<file path="src/rtl/sobel_line_engine.sv">
// Line-sequenced 3x3 Sobel engine: walks one line of windows from three row buffers and emits a
// saturated |Gx|+|Gy| magnitude plus threshold flag through a three-stage pipeline.
module sobel_line_engine #(
  parameter int unsigned IMG_W = 640
) (
  input  logic       clk,
  input  logic       rst,
  input  logic       line_go,
  input  logic [7:0] t0,
  input  logic [7:0] t1,
  input  logic [7:0] t2,
  input  logic [7:0] m0,
  input  logic [7:0] m1,
  input  logic [7:0] m2,
  input  logic [7:0] b0,
  input  logic [7:0] b1,
  input  logic [7:0] b2,
  input  logic [7:0] thresh,
  output logic       rd_en,
  output logic       ptr_rst,
  output logic       busy,
  output logic [7:0] mag,
  // "edge" is a reserved word, hence edge_flag
  output logic       edge_flag,
  output logic       out_valid,
  output logic       out_eol,
  output logic       line_done
);

  localparam int unsigned ColW = (IMG_W > 1) ? $clog2(IMG_W) : 1;
  localparam logic [ColW-1:0] ColLast = ColW'(IMG_W - 1);

  typedef enum logic [1:0] {
    StIdle,
    StRun,
    StDrain,
    StDone
  } state_e;

  state_e          state_q, state_d;
  logic [ColW-1:0] col_q, col_d;
  logic [1:0]      drain_q, drain_d;
  logic            col_last;

  assign col_last = (col_q == ColLast);

  always_comb begin
    state_d = state_q;
    col_d   = col_q;
    drain_d = drain_q;
    unique case (state_q)
      StIdle: begin
        if (line_go) begin
          state_d = StRun;
          col_d   = '0;
        end
      end
      StRun: begin
        col_d = col_q + ColW'(1);
        if (col_last) begin
          state_d = StDrain;
          col_d   = '0;
          drain_d = '0;
        end
      end
      StDrain: begin
        drain_d = drain_q + 2'd1;
        if (drain_q == 2'd2) begin
          state_d = StDone;
        end
      end
      StDone: begin
        state_d = StIdle;
      end
      default: begin
        state_d = StIdle;
      end
    endcase
  end

  always_ff @(posedge clk) begin
    if (rst) begin
      state_q <= StIdle;
      col_q   <= '0;
      drain_q <= '0;
    end else begin
      state_q <= state_d;
      col_q   <= col_d;
      drain_q <= drain_d;
    end
  end

  // Control outputs decode straight from the state register, so reset clears them on the edge.
  assign rd_en     = (state_q == StRun);
  assign busy      = (state_q != StIdle);
  assign ptr_rst   = (state_q == StDone);
  assign line_done = (state_q == StDone);

  // Stage 1: window capture
  logic       s1_valid_q, s1_eol_q;
  logic [7:0] s1_t0_q, s1_t1_q, s1_t2_q;
  logic [7:0] s1_m0_q, s1_m1_q, s1_m2_q;
  logic [7:0] s1_b0_q, s1_b1_q, s1_b2_q;

  always_ff @(posedge clk) begin
    if (rst) begin
      s1_valid_q <= 1'b0;
      s1_eol_q   <= 1'b0;
    end else begin
      s1_valid_q <= rd_en;
      s1_eol_q   <= rd_en & col_last;
    end
  end

  always_ff @(posedge clk) begin
    if (rd_en) begin
      s1_t0_q <= t0;
      s1_t1_q <= t1;
      s1_t2_q <= t2;
      s1_m0_q <= m0;
      s1_m1_q <= m1;
      s1_m2_q <= m2;
      s1_b0_q <= b0;
      s1_b1_q <= b1;
      s1_b2_q <= b2;
    end
  end

  // The centre tap carries zero weight in both kernels.
  logic unused_center;
  assign unused_center = ^s1_m1_q;

  // Stage 2: gradients. Each weighted sum is at most 1020, so 10 bits unsigned and an 11-bit
  // signed difference never overflow.
  logic [9:0]         gx_pos, gx_neg, gy_pos, gy_neg;
  logic signed [10:0] gx_d, gy_d;
  logic signed [10:0] s2_gx_q, s2_gy_q;
  logic               s2_valid_q, s2_eol_q;

  assign gx_pos = {2'b00, s1_t2_q} + {1'b0, s1_m2_q, 1'b0} + {2'b00, s1_b2_q};
  assign gx_neg = {2'b00, s1_t0_q} + {1'b0, s1_m0_q, 1'b0} + {2'b00, s1_b0_q};
  assign gy_pos = {2'b00, s1_b0_q} + {1'b0, s1_b1_q, 1'b0} + {2'b00, s1_b2_q};
  assign gy_neg = {2'b00, s1_t0_q} + {1'b0, s1_t1_q, 1'b0} + {2'b00, s1_t2_q};
  assign gx_d   = $signed({1'b0, gx_pos}) - $signed({1'b0, gx_neg});
  assign gy_d   = $signed({1'b0, gy_pos}) - $signed({1'b0, gy_neg});

  always_ff @(posedge clk) begin
    if (rst) begin
      s2_valid_q <= 1'b0;
      s2_eol_q   <= 1'b0;
    end else begin
      s2_valid_q <= s1_valid_q;
      s2_eol_q   <= s1_valid_q & s1_eol_q;
    end
  end

  always_ff @(posedge clk) begin
    if (s1_valid_q) begin
      s2_gx_q <= gx_d;
      s2_gy_q <= gy_d;
    end
  end

  // Stage 3: magnitude, saturation, threshold
  logic signed [10:0] gx_negated, gy_negated;
  logic [9:0]         gx_abs, gy_abs;
  logic [10:0]        sum_abs;
  logic [7:0]         mag_sat;
  logic               edge_d;

  assign gx_negated = -s2_gx_q;
  assign gy_negated = -s2_gy_q;
  assign gx_abs     = s2_gx_q[10] ? gx_negated[9:0] : s2_gx_q[9:0];
  assign gy_abs     = s2_gy_q[10] ? gy_negated[9:0] : s2_gy_q[9:0];
  assign sum_abs    = {1'b0, gx_abs} + {1'b0, gy_abs};
  assign mag_sat    = (|sum_abs[10:8]) ? 8'hFF : sum_abs[7:0];
  assign edge_d     = (mag_sat >= thresh);

  logic [7:0] mag_q;
  logic       edge_q, out_valid_q, out_eol_q;

  always_ff @(posedge clk) begin
    if (rst) begin
      mag_q       <= '0;
      edge_q      <= 1'b0;
      out_valid_q <= 1'b0;
      out_eol_q   <= 1'b0;
    end else begin
      out_valid_q <= s2_valid_q;
      out_eol_q   <= s2_valid_q & s2_eol_q;
      if (s2_valid_q) begin
        mag_q  <= mag_sat;
        edge_q <= edge_d;
      end
    end
  end

  assign mag       = mag_q;
  assign edge_flag = edge_q;
  assign out_valid = out_valid_q;
  assign out_eol   = out_eol_q;

endmodule

</file>
<file path="config.mk">
export PLATFORM = sky130hd
export DESIGN_NAME = sobel_line_engine
export DESIGN_NICKNAME = d
export VERILOG_FILES = /design/src/rtl/sobel_line_engine.sv
export SDC_FILE = /design/constraint.sdc
export NUM_CORES = 1
export LEC_CHECK = 0
export BUFFER_PORTS_ARGS = -buffer_cell sky130_fd_sc_hd__buf_4
export CAP_MARGIN = 0
export CORE_ASPECT_RATIO = 1.75
export CORE_MARGIN = 3
export CORE_UTILIZATION = 58
export CTS_CLUSTER_DIAMETER = 40
export DETAILED_ROUTE_END_ITERATION = 12
export PLACE_DENSITY_LB_ADDON = 0.15
export SLEW_MARGIN = 20
export SYNTH_ARGS = -nofsm -noshare
export SYNTH_HDL_FRONTEND = slang
export SYNTH_SLANG_ARGS = --single-unit
</file>
<file path="constraint.sdc">
create_clock -name clk -period 11.9 [get_ports clk]
set_input_delay 1.19 -clock clk [delete_from_list [all_inputs] [get_ports clk]]
set_output_delay 1.19 -clock clk [all_outputs]
set_load 0.05 [all_outputs]
</file>
==> results.yml, run 1 <==
global_route:
  grt_max_degree: 73
  grt_pass1_vias: 4659
  grt.total_usage_pct: 20.17
  overflow: 0
  grt_pass1_wl_mm: 20.26
  antenna_found_initial: 0
hold_path:
  hold_class: "reg -> reg"
  hold_start: "s2_eol_q$_SDFF_PP0_"
detailed_routing:
  antenna_left: 0
  wl_mm: 12.17
  drt-vias-per-instance: 5.324
  vias: 4334
  firstDrtPassIters: 4
  routedWlPerCell_um: 14.95
  route.detailed.drc: 0
  dr.first_iter.drc_count: 112
sta:
  rsz0062_at_grt: "false"
  slew_headroom_pct: 35.91
  finalHoldViolations: 0
  setup_ws_ns: 7.549
  setup_viol: 0
  period_minus_slack_ns: 4.351
  clock_skew_ns: 0.009602
  setup_tns_ns: 0
  clock.fmax_mhz: 229.8
  worst_slew_pin_slew_ns: 0.9601
  slew_violations: 0
  period_share_pct: 36.56
synthesis:
  synth-xor-area-share_pct: 5.184
  synth_top_area_share_pct: 37.28
  synth_top_family_by_area: "adder cells"
  synth_area_um2: 6927
  synth.yosys.seq_area_share_pct: 45.66
  ys_warn_count: 0
  muxShareOfSynthArea_pct: 0.3071
  synth.avg_cell_area_um2: 12.26
  netlist_instances: 565
  synthAdderAreaFrac_pct: 27.24
  synth-simple-area-share_pct: 7.912
  ys_seq_elements: 115
  synth_compound_area_share_pct: 7.840
  synth_cell_types: 47
  synth_largest_area_cell: "edfxtp_1"
  synth.top_cells.by_area: "edfxtp_1, fa_1, ha_1"
  synth_fp_nets: 761
  async_reset_ff_share_pct: 0
  yosys_most_used_dff: "edfxtp_1"
  synth-edff-count: 86
clock_tree:
  postCtsHoldBufs: 0
  clock_latency_ns: 0.41
  cts.sinks: 115
  path_clk_slew_ns: 0.06
  clk_path_buf_depth: 2
  postCtsSetupRepairBufs: 0
  htreeDepth: 4
  cts_tree: "done"
  post_cts_resize_count: 0
  clockRootBuffer: "clkbuf_16"
  cts-buffers-inserted: 17
critical_path:
  r2r-start: "s2_gy_q[3]$_DFFE_PP_"
  startpoint_type: "register"
  worstPathRequired_ns: 12.20
  arrival_ns: 4.65
  crit_chain: "or4_1, or2_2, o31ai_1, xnor2_1, ha_1, nor3_1, or2b_2, o22ai_4, and2_1, ha_1, nand2b_1, a21oi_1, nor2b_1, o21ai_0, a21oi_1, o31a_1"
  crit_fanout: 16
  r2r_setup_slack_ns: 7.55
  crit_start: "s2_gy_q[3]$_DFFE_PP_"
  cp_num_buf_inv: 0
  endpoint_kind: "register"
  crit_path_top_delay_cell: "or4_1"
  critPathKind: "reg -> reg"
  max_stage_delay_ns: 0.58
  crit_family: "simple AND/OR/NAND/NOR gates"
placement:
  place_ws_ns: 7.521
  place_hpwl_mm: 9.554
  place_congestion: 0.8243
  port_buffers: 89
  place_area_um2: 7732
final_layout:
  largestRegisters: "s2_gx_q: 11 flops, s2_gy_q: 11 flops, col_q: 10 flops"
  layout-drive-gt1-share_pct: 19.15
  final_nets: 862
  finalInstanceArea_um2: 8293
  antenna_cells: 0
  area_growth_pct: 19.73
floorplan:
  fp.coreArea_um2: 11650
  start_util_pct: 59.48
  die-area_um2: 13340
  die_x_um: 88.61
  io_pins: 98
  rows: 52
  dieHeight_um: 150.6
flow_run:
  drv_cap: 0
status:
  status: "completed"
routing by layer:
metal	vias up	track usage, %	share of wire (%)
met2	95	38.46	62
met3	29	4.436	3.0
li1	2105	-	-
met4	0	9.455	3.0
met5	-	0	0
met1	2105	19.78	32
worst register-to-register path, stage by stage, from the launching register on:
cell      delay, ns
edfxtp_1       0.45
or4_1          0.58
or2_2          0.31
o31ai_1        0.25
xnor2_1        0.16
ha_1           0.25
nor3_1         0.31
or2b_2         0.36
o22ai_4        0.35
and2_1         0.21
ha_1           0.22
nand2b_1       0.13
a21oi_1        0.13
nor2b_1        0.06
o21ai_0        0.14
a21oi_1        0.09
o31a_1         0.23
cells by family (layout without fill, tap and decap cells):
logic type      Yosys count  count (layout)
simple gates            113             113
fa+ha+maj               113             113
mux                       2               2
compound gates           76              76
flops                   115             115
buf+inv                 105             219
xor+xnor                 41              41
per-stage QoR:
step           hold WS, ns  std cells  util, %
6_report            0.4263        814    71.21
2_1_floorplan       0.4057        565        -
5_1_grt             0.4557        814    71.21
4_1_cts             0.4311        814    71.21
3_5_place_dp        0.4186        782    66.39
3_3_place_gp        0.4126        782    66.39
cell usage after synthesis, drive strengths merged, types with 2 or more instances:
cell and instances:
nor2b 10, fa 63, edfxtp 86, nand3 7, inv 97, nor2 42
ha 50, buf 2, dfxtp 29, o31ai 6, o31a 2, o21a 6
or3 3, o21ai 15, and3 4, nand4 3, a31oi 3, a311oi 9
a21boi 2, xnor2 28, nor3 5, xor2 13, a21o 8, nand2b 5
and2 3, a21oi 16, nand2 26, or4 2, o22ai 2, clkbuf 6
layout make-up:
class                   count  area (um2)
fillers                   803        3353
clock buffers              18       429.2
repair buffers             90       675.6
clock inverters            14       131.4
inverters                  97       364.1
flip-flops and latches    115        3163
well taps                 135       168.9
multi-input cells         345        3361
cells in the final DEF (no fill, tap or decap), types with 2 or more instances in the layout:
| cell | instances |
|---|---|
| inv_1 | 97 |
| o31ai_1 | 6 |
| fa_1 | 63 |
| clkinv_4 | 3 |
| edfxtp_1 | 86 |
| dfxtp_1 | 29 |
| xor2_1 | 13 |
| a21oi_1 | 16 |
| buf_4 | 90 |
| a311oi_2 | 2 |
| or3_1 | 3 |
| nor2_1 | 42 |
| a311oi_1 | 7 |
| o31a_1 | 2 |
| nand3_1 | 7 |
| clkbuf_16 | 17 |
| ha_1 | 49 |
| clkinvlp_4 | 6 |
| a31oi_1 | 3 |
| xnor2_1 | 28 |
| nand2b_1 | 5 |
| nor3_1 | 5 |
| and2_1 | 3 |
| nand2_1 | 26 |
| a21o_1 | 8 |
| and3_1 | 4 |
| nand4_1 | 3 |
| nor2b_1 | 10 |
| o21a_1 | 6 |
| a21boi_0 | 2 |
| inv_6 | 3 |
| o21ai_0 | 14 |
worst paths after layout:
kind,to,cells after the start
min reg2reg,out_eol$_SDFF_PP0_,1
max reg2reg,edge_flag$_SDFFE_PP0P_,16
min,out_eol$_SDFF_PP0_,1
max,edge_flag$_SDFFE_PP0P_,16
Power of run 1 is left out: the tool's default activity adds up to more than one toggle a clock period on the data nets, which glitch-free logic cannot reach.
==> inputs of run 2 (changes only) <==
- CORE_UTILIZATION: 58 -> 53
- clock period: 11.9 -> 3.9 ns (I/O delays scaled with it)
==> run 2 against run 1 <==
Compared with the run above: clock skew decreased by 0.0011 ns; routed wire length decreased by 1.6%; global-route usage decreased by 2.0 points; die area increased by 8.9%; maximum frequency increased by 17%; via count decreased by 0.16%; critical path type unchanged; design area increased by 1.8%; non-clock buffer count increased by 7.
==> results.yml, run 2 (synthesis gave the netlist of run 1 again) <==
status:
  status: "completed"
hold_path:
  whs_path_depth: 1
  hold_class: "in -> reg"
  min_to: "s1_m2_q[6]$_DFFE_PP_"
  hold_start: "m2[6]"
critical_path:
  rr_endpoint: "edge_flag$_SDFFE_PP0P_"
  arrival_ns: 4.02
  r2r-start: "s2_gy_q[2]$_DFFE_PP_"
  crit_path_top_delay_cell: "or4_4"
  crit_fanout: 4
  worstRegToRegCells: 16
  startpoint_type: "register"
  critPathKind: "reg -> reg"
  r2r_setup_slack_ns: 0.17
  crit_chain: "or3_1, o31ai_1, xnor2_1, ha_1, or4_4, o22a_4, nand4b_4, o22ai_4, and2_1, ha_1, nand2b_1, a21oi_1, nor2b_1, o21ai_1, a21oi_1, o31a_1"
  endpoint_kind: "register"
  max_stage_delay_ns: 0.54
  worstPathRequired_ns: 4.19
final_layout:
  area_growth_pct: 21.82
  layout_commonest_cell: "inv_1"
  largestRegisters: "s2_gx_q: 11 flops, s2_gy_q: 11 flops, col_q: 10 flops"
  layout-drive-gt1-share_pct: 20.70
  final_nets: 869
  fillers: 961
  antenna_cells: 0
  final_cell_mix: "inv_1, buf_4, edfxtp_1"
clock_tree:
  postCtsHoldBufs: 0
  path_clk_slew_ns: 0.06
  cts_tree: "done"
  clock_latency_ns: 0.41
  clk_path_buf_depth: 2
  cts-buffers-inserted: 17
  htreeDepth: 4
  clockRootBuffer: "clkbuf_16"
  cts.sinks: 115
global_route:
  grt_max_degree: 59
  grt_pass1_vias: 4754
  grt.total_usage_pct: 18.17
  overflow: 0
  grt_pass1_wl_mm: 20.47
  antenna_found_initial: 0
detailed_routing:
  wl_met3_um: 396
  dr.first_iter.drc_count: 83
  drt-vias-per-instance: 5.067
  dr.max_layer_used: "met4"
  vias: 4327
  firstDrtPassIters: 4
  routedWlPerCell_um: 14.03
  wl_mm: 11.98
  antenna_left: 0
  wl_met2_mm: 7.389
  route.detailed.drc: 0
  wl_met1_mm: 3.941
flow_run:
  drv_cap: 0
sta:
  setup_viol: 0
  slew_violations: 0
  clock_skew_ns: 0.008519
  setup_ws_ns: 0.1713
  period_share_pct: 95.61
  rsz0062_at_grt: "true"
  slew_headroom_pct: 38.11
  period_minus_slack_ns: 3.729
  finalHoldViolations: 0
  worst_slew_pin_slew_ns: 0.9271
  clock.fmax_mhz: 268.2
  fin_hold_ws_ns: 0.1559
floorplan:
  rows: 54
  dieHeight_um: 157.2
  fp.coreArea_um2: 12630
  io_pins: 98
  die_x_um: 92.42
  die-area_um2: 14530
  start_util_pct: 54.82
placement:
  place_congestion: 0.8472
  port_buffers: 89
  place_ws_ns: 0.02535
  place_hpwl_mm: 9.614
==> run 2: cell types whose count changed in the layout (fill, tap and decap cells not counted), moves of 2 or more <==
cell	delta
o21ai_0	-3
clkinvlp_4	-3
buf_4	+6
a21boi_1	+2
a21boi_0	-2
o21ai_1	+2
==> run 2: repair_timing <==
item                       CTS  global route
buffers inserted             0             2
gates resized for setup      1             9
pin swaps                    0             3
setup endpoints to repair    1             5
==> run 2: critical path, delay by kind of cell, from the launching register on <==
kind                     cells  cell delay [ns]
AO/OA/AOI/OAI                7             1.15
XOR/XNOR                     1             0.12
adder cells (fa/ha/maj)      2             0.49
flip-flops                   1             0.42
AND/OR/NAND/NOR              6             1.44
==> run 2: worst max path at each step <==
| stage | slack [ns] | end | cells after the start | startpoint |
|---|---|---|---|---|
| 2_1_floorplan | 0.02 | edge_flag$_SDFFE_PP0P_ | 18 | s2_gy_q[4]$_DFFE_PP_ |
| 3_3_place_gp | 0.10 | edge_flag$_SDFFE_PP0P_ | 17 | s2_gy_q[6]$_DFFE_PP_ |
| 3_5_place_dp | 0.03 | edge_flag$_SDFFE_PP0P_ | 17 | s2_gy_q[6]$_DFFE_PP_ |
| 4_1_cts | 0.01 | edge_flag$_SDFFE_PP0P_ | 17 | s2_gy_q[6]$_DFFE_PP_ |
| 5_1_grt | -0.006 | edge_flag$_SDFFE_PP0P_ | 18 | s2_gx_q[2]$_DFFE_PP_ |
| 6_report | 0.17 | edge_flag$_SDFFE_PP0P_ | 16 | s2_gy_q[2]$_DFFE_PP_ |
==> run 2: layer usage <==
layer / up-vias / track usage [%]
met5: - / 0
met4: 0 / 7.229
met3: 23 / 4.065
met2: 81 / 36.46
met1: 2115 / 17.32
li1: 2108 / -
==> run 2: cell type report <==
type / count / area, um2 / share of cell area (%)
Clock buffer: 17 / 425.4 / 5.042
Tap cell: 168 / 210.2 / 2.491
Clock inverter: 15 / 156.4 / 1.854
Sequential cell: 115 / 3163 / 37.49
Multi-Input combinational cell: 345 / 3387 / 40.14
Timing Repair Buffer: 97 / 732.0 / 8.674
Inverter: 97 / 364.1 / 4.315
==> run 2: per-stage QoR <==
step                utilization (%)  std cells    TNS, ns  cell area [um2]
finish                        66.79        854          0             8438
global route                  66.79        854  -0.006190             8438
CTS                           66.56        852          0             8409
detailed placement            61.92        820          0             7824
global placement              61.92        820          0             7824
floorplan                         -        565          0             6939
Power of run 2 is left out for the same reason.
==> inputs of run 3 (changes only) <==
- ABC_AREA: default -> 0
- PLACE_DENSITY: default -> 0.75
- PLACE_DENSITY_LB_ADDON: 0.15 -> default
==> run 3 against run 2 <==
Compared with the run above: worst setup slack about the same; sequential share of layout area down 0.094 points; register-to-register slack hardly changed; global-route usage up 0.17 points; first-iteration DRC count grew 35%; die area did not move; utilization grew 0.17 points; largest cell class unchanged; critical path depth grew 1; worst hold slack worse by 0.0063 ns; design area increased by 0.25%.
==> results.yml, run 3 (synthesis gave the netlist of run 1 again) <==
critical_path:
  worstPathRequired_ns: 4.20
  cp_num_buf_inv: 0
  crit_path_top_delay_cell: "or4_4"
  arrival_ns: 4.03
  r2r_setup_slack_ns: 0.17
  startpoint_type: "register"
  critPathKind: "reg -> reg"
  crit_fanout: 2
  rr_endpoint: "edge_flag$_SDFFE_PP0P_"
  r2r-start: "s2_gy_q[6]$_DFFE_PP_"
  endpoint_kind: "register"
  worstRegToRegCells: 17
  max_stage_delay_ns: 0.54
  crit_chain: "or4_4, or2_4, nand2_1, xnor2_1, ha_1, or4_4, o22a_4, nand4b_4, o22ai_4, and2_1, ha_1, nand2b_1, a21oi_2, nor2b_1, o21ai_1, a21oi_1, o31a_1"
  crit_family: "simple AND/OR/NAND/NOR gates"
sta:
  fin_hold_ws_ns: 0.1496
  period_share_pct: 95.61
  slew_headroom_pct: 36.62
  worst_slew_pin_slew_ns: 0.9494
  finalHoldViolations: 0
  setup_ws_ns: 0.1713
  clock.fmax_mhz: 268.2
  clock_skew_ns: 0.008965
  setup_viol: 0
  period_minus_slack_ns: 3.729
  slew_violations: 0
floorplan:
  start_util_pct: 54.82
  dieHeight_um: 157.2
  fp.coreArea_um2: 12630
  rows: 54
  die-area_um2: 14530
  die_x_um: 92.42
  io_pins: 98
hold_path:
  min_to: "s1_t1_q[6]$_DFFE_PP_"
  whs_path_depth: 1
  hold_class: "in -> reg"
  hold_start: "t1[6]"
placement:
  place_hpwl_mm: 9.476
  port_buffers: 89
  place_congestion: 0.7711
  place_area_um2: 7824
  place_ws_ns: 0.03264
final_layout:
  fin_util_pct: 66.95
  layout_commonest_cell: "buf_4"
  multiInputGateArea_um2: 3393
  seq_area_um2: 3163
  layout-drive-gt1-share_pct: 21.16
  area_growth_pct: 22.13
  largestRegisters: "s2_gx_q: 11 flops, s2_gy_q: 11 flops, col_q: 10 flops"
  antenna_cells: 0
  final_nets: 873
  fillers: 912
  finalInstanceArea_um2: 8459
  final_cell_mix: "buf_4, inv_1, edfxtp_1"
detailed_routing:
  antenna_left: 0
  routedWlPerCell_um: 14.31
  dr.first_iter.drc_count: 112
  vias: 4393
  wl_mm: 12.28
  firstDrtPassIters: 4
  drt-vias-per-instance: 5.120
  route.detailed.drc: 0
clock_tree:
  postCtsHoldBufs: 0
  clock_latency_ns: 0.41
  clk_path_buf_depth: 2
  cts-buffers-inserted: 17
  cts_tree: "done"
  cts.sinks: 115
  path_clk_slew_ns: 0.06
  htreeDepth: 4
  clockRootBuffer: "clkbuf_16"
global_route:
  overflow: 0
  grt_pass1_vias: 4747
  grt_pass1_wl_mm: 20.71
  grt_max_degree: 66
  grt.total_usage_pct: 18.34
  antenna_found_initial: 0
status:
  status: "completed"
flow_run:
  drv_cap: 0
==> run 3: changes by cell type in the layout (fill, tap and decap cells not counted) <==
cell and delta:
buf_4 +4, clkinv_2 +3, clkbuf_1 +2, inv_6 -2
o21ai_1 +2, o31ai_1 -2, o31ai_2 +2, clkinv_1 -1
clkinv_4 -1, clkinvlp_4 -1, o21ai_0 -1, o21ai_2 -1
==> run 3: layout make-up <==
| class | count | area share [%] |
|---|---|---|
| multi-input combinational | 345 | 40.11 |
| tap | 168 | 2.485 |
| clock buffer | 19 | 5.118 |
| sequential | 115 | 37.39 |
| clock inverter | 13 | 1.583 |
| timing repair buffer | 101 | 9.008 |
| inverter | 97 | 4.304 |
==> run 3: how the worst max path moves through the flow <==
stage / startpoint / to / cells past startpoint
floorplan: s2_gy_q[4]$_DFFE_PP_ / edge_flag$_SDFFE_PP0P_ / 18
global placement: s2_gy_q[6]$_DFFE_PP_ / edge_flag$_SDFFE_PP0P_ / 17
finish: s2_gy_q[6]$_DFFE_PP_ / edge_flag$_SDFFE_PP0P_ / 17
detailed placement: s2_gy_q[6]$_DFFE_PP_ / edge_flag$_SDFFE_PP0P_ / 17
CTS: s2_gy_q[5]$_DFFE_PP_ / edge_flag$_SDFFE_PP0P_ / 17
global route: s2_gx_q[3]$_DFFE_PP_ / edge_flag$_SDFFE_PP0P_ / 18
==> run 3: through the flow <==
step,setup TNS [ns],std cells
final,0,858
after global routing,-0.007104,858
after CTS,0,852
after detailed placement,0,820
after global placement,0,820
after floorplan,0,565
==> run 3: timing repair <==
item | 4_1_cts | 5_1_grt
hold endpoints to repair | 0 | 0
setup buffers | 0 | 6
setup endpoints to repair | 0 | 5
resized for setup | 0 | 12
==> run 3: layer usage <==
metal  up-vias  wire (um)  global-route usage [%]  share of wire, %
li1       2127          -                       -                 -
met1      2136       4213                   18.09                34
met2       105       7420                   36.29                60
met3        25        415                   3.682               3.4
met4         0        227                   7.654               1.8
met5         -          0                       0                 0
Power of run 3 is left out for the same reason.
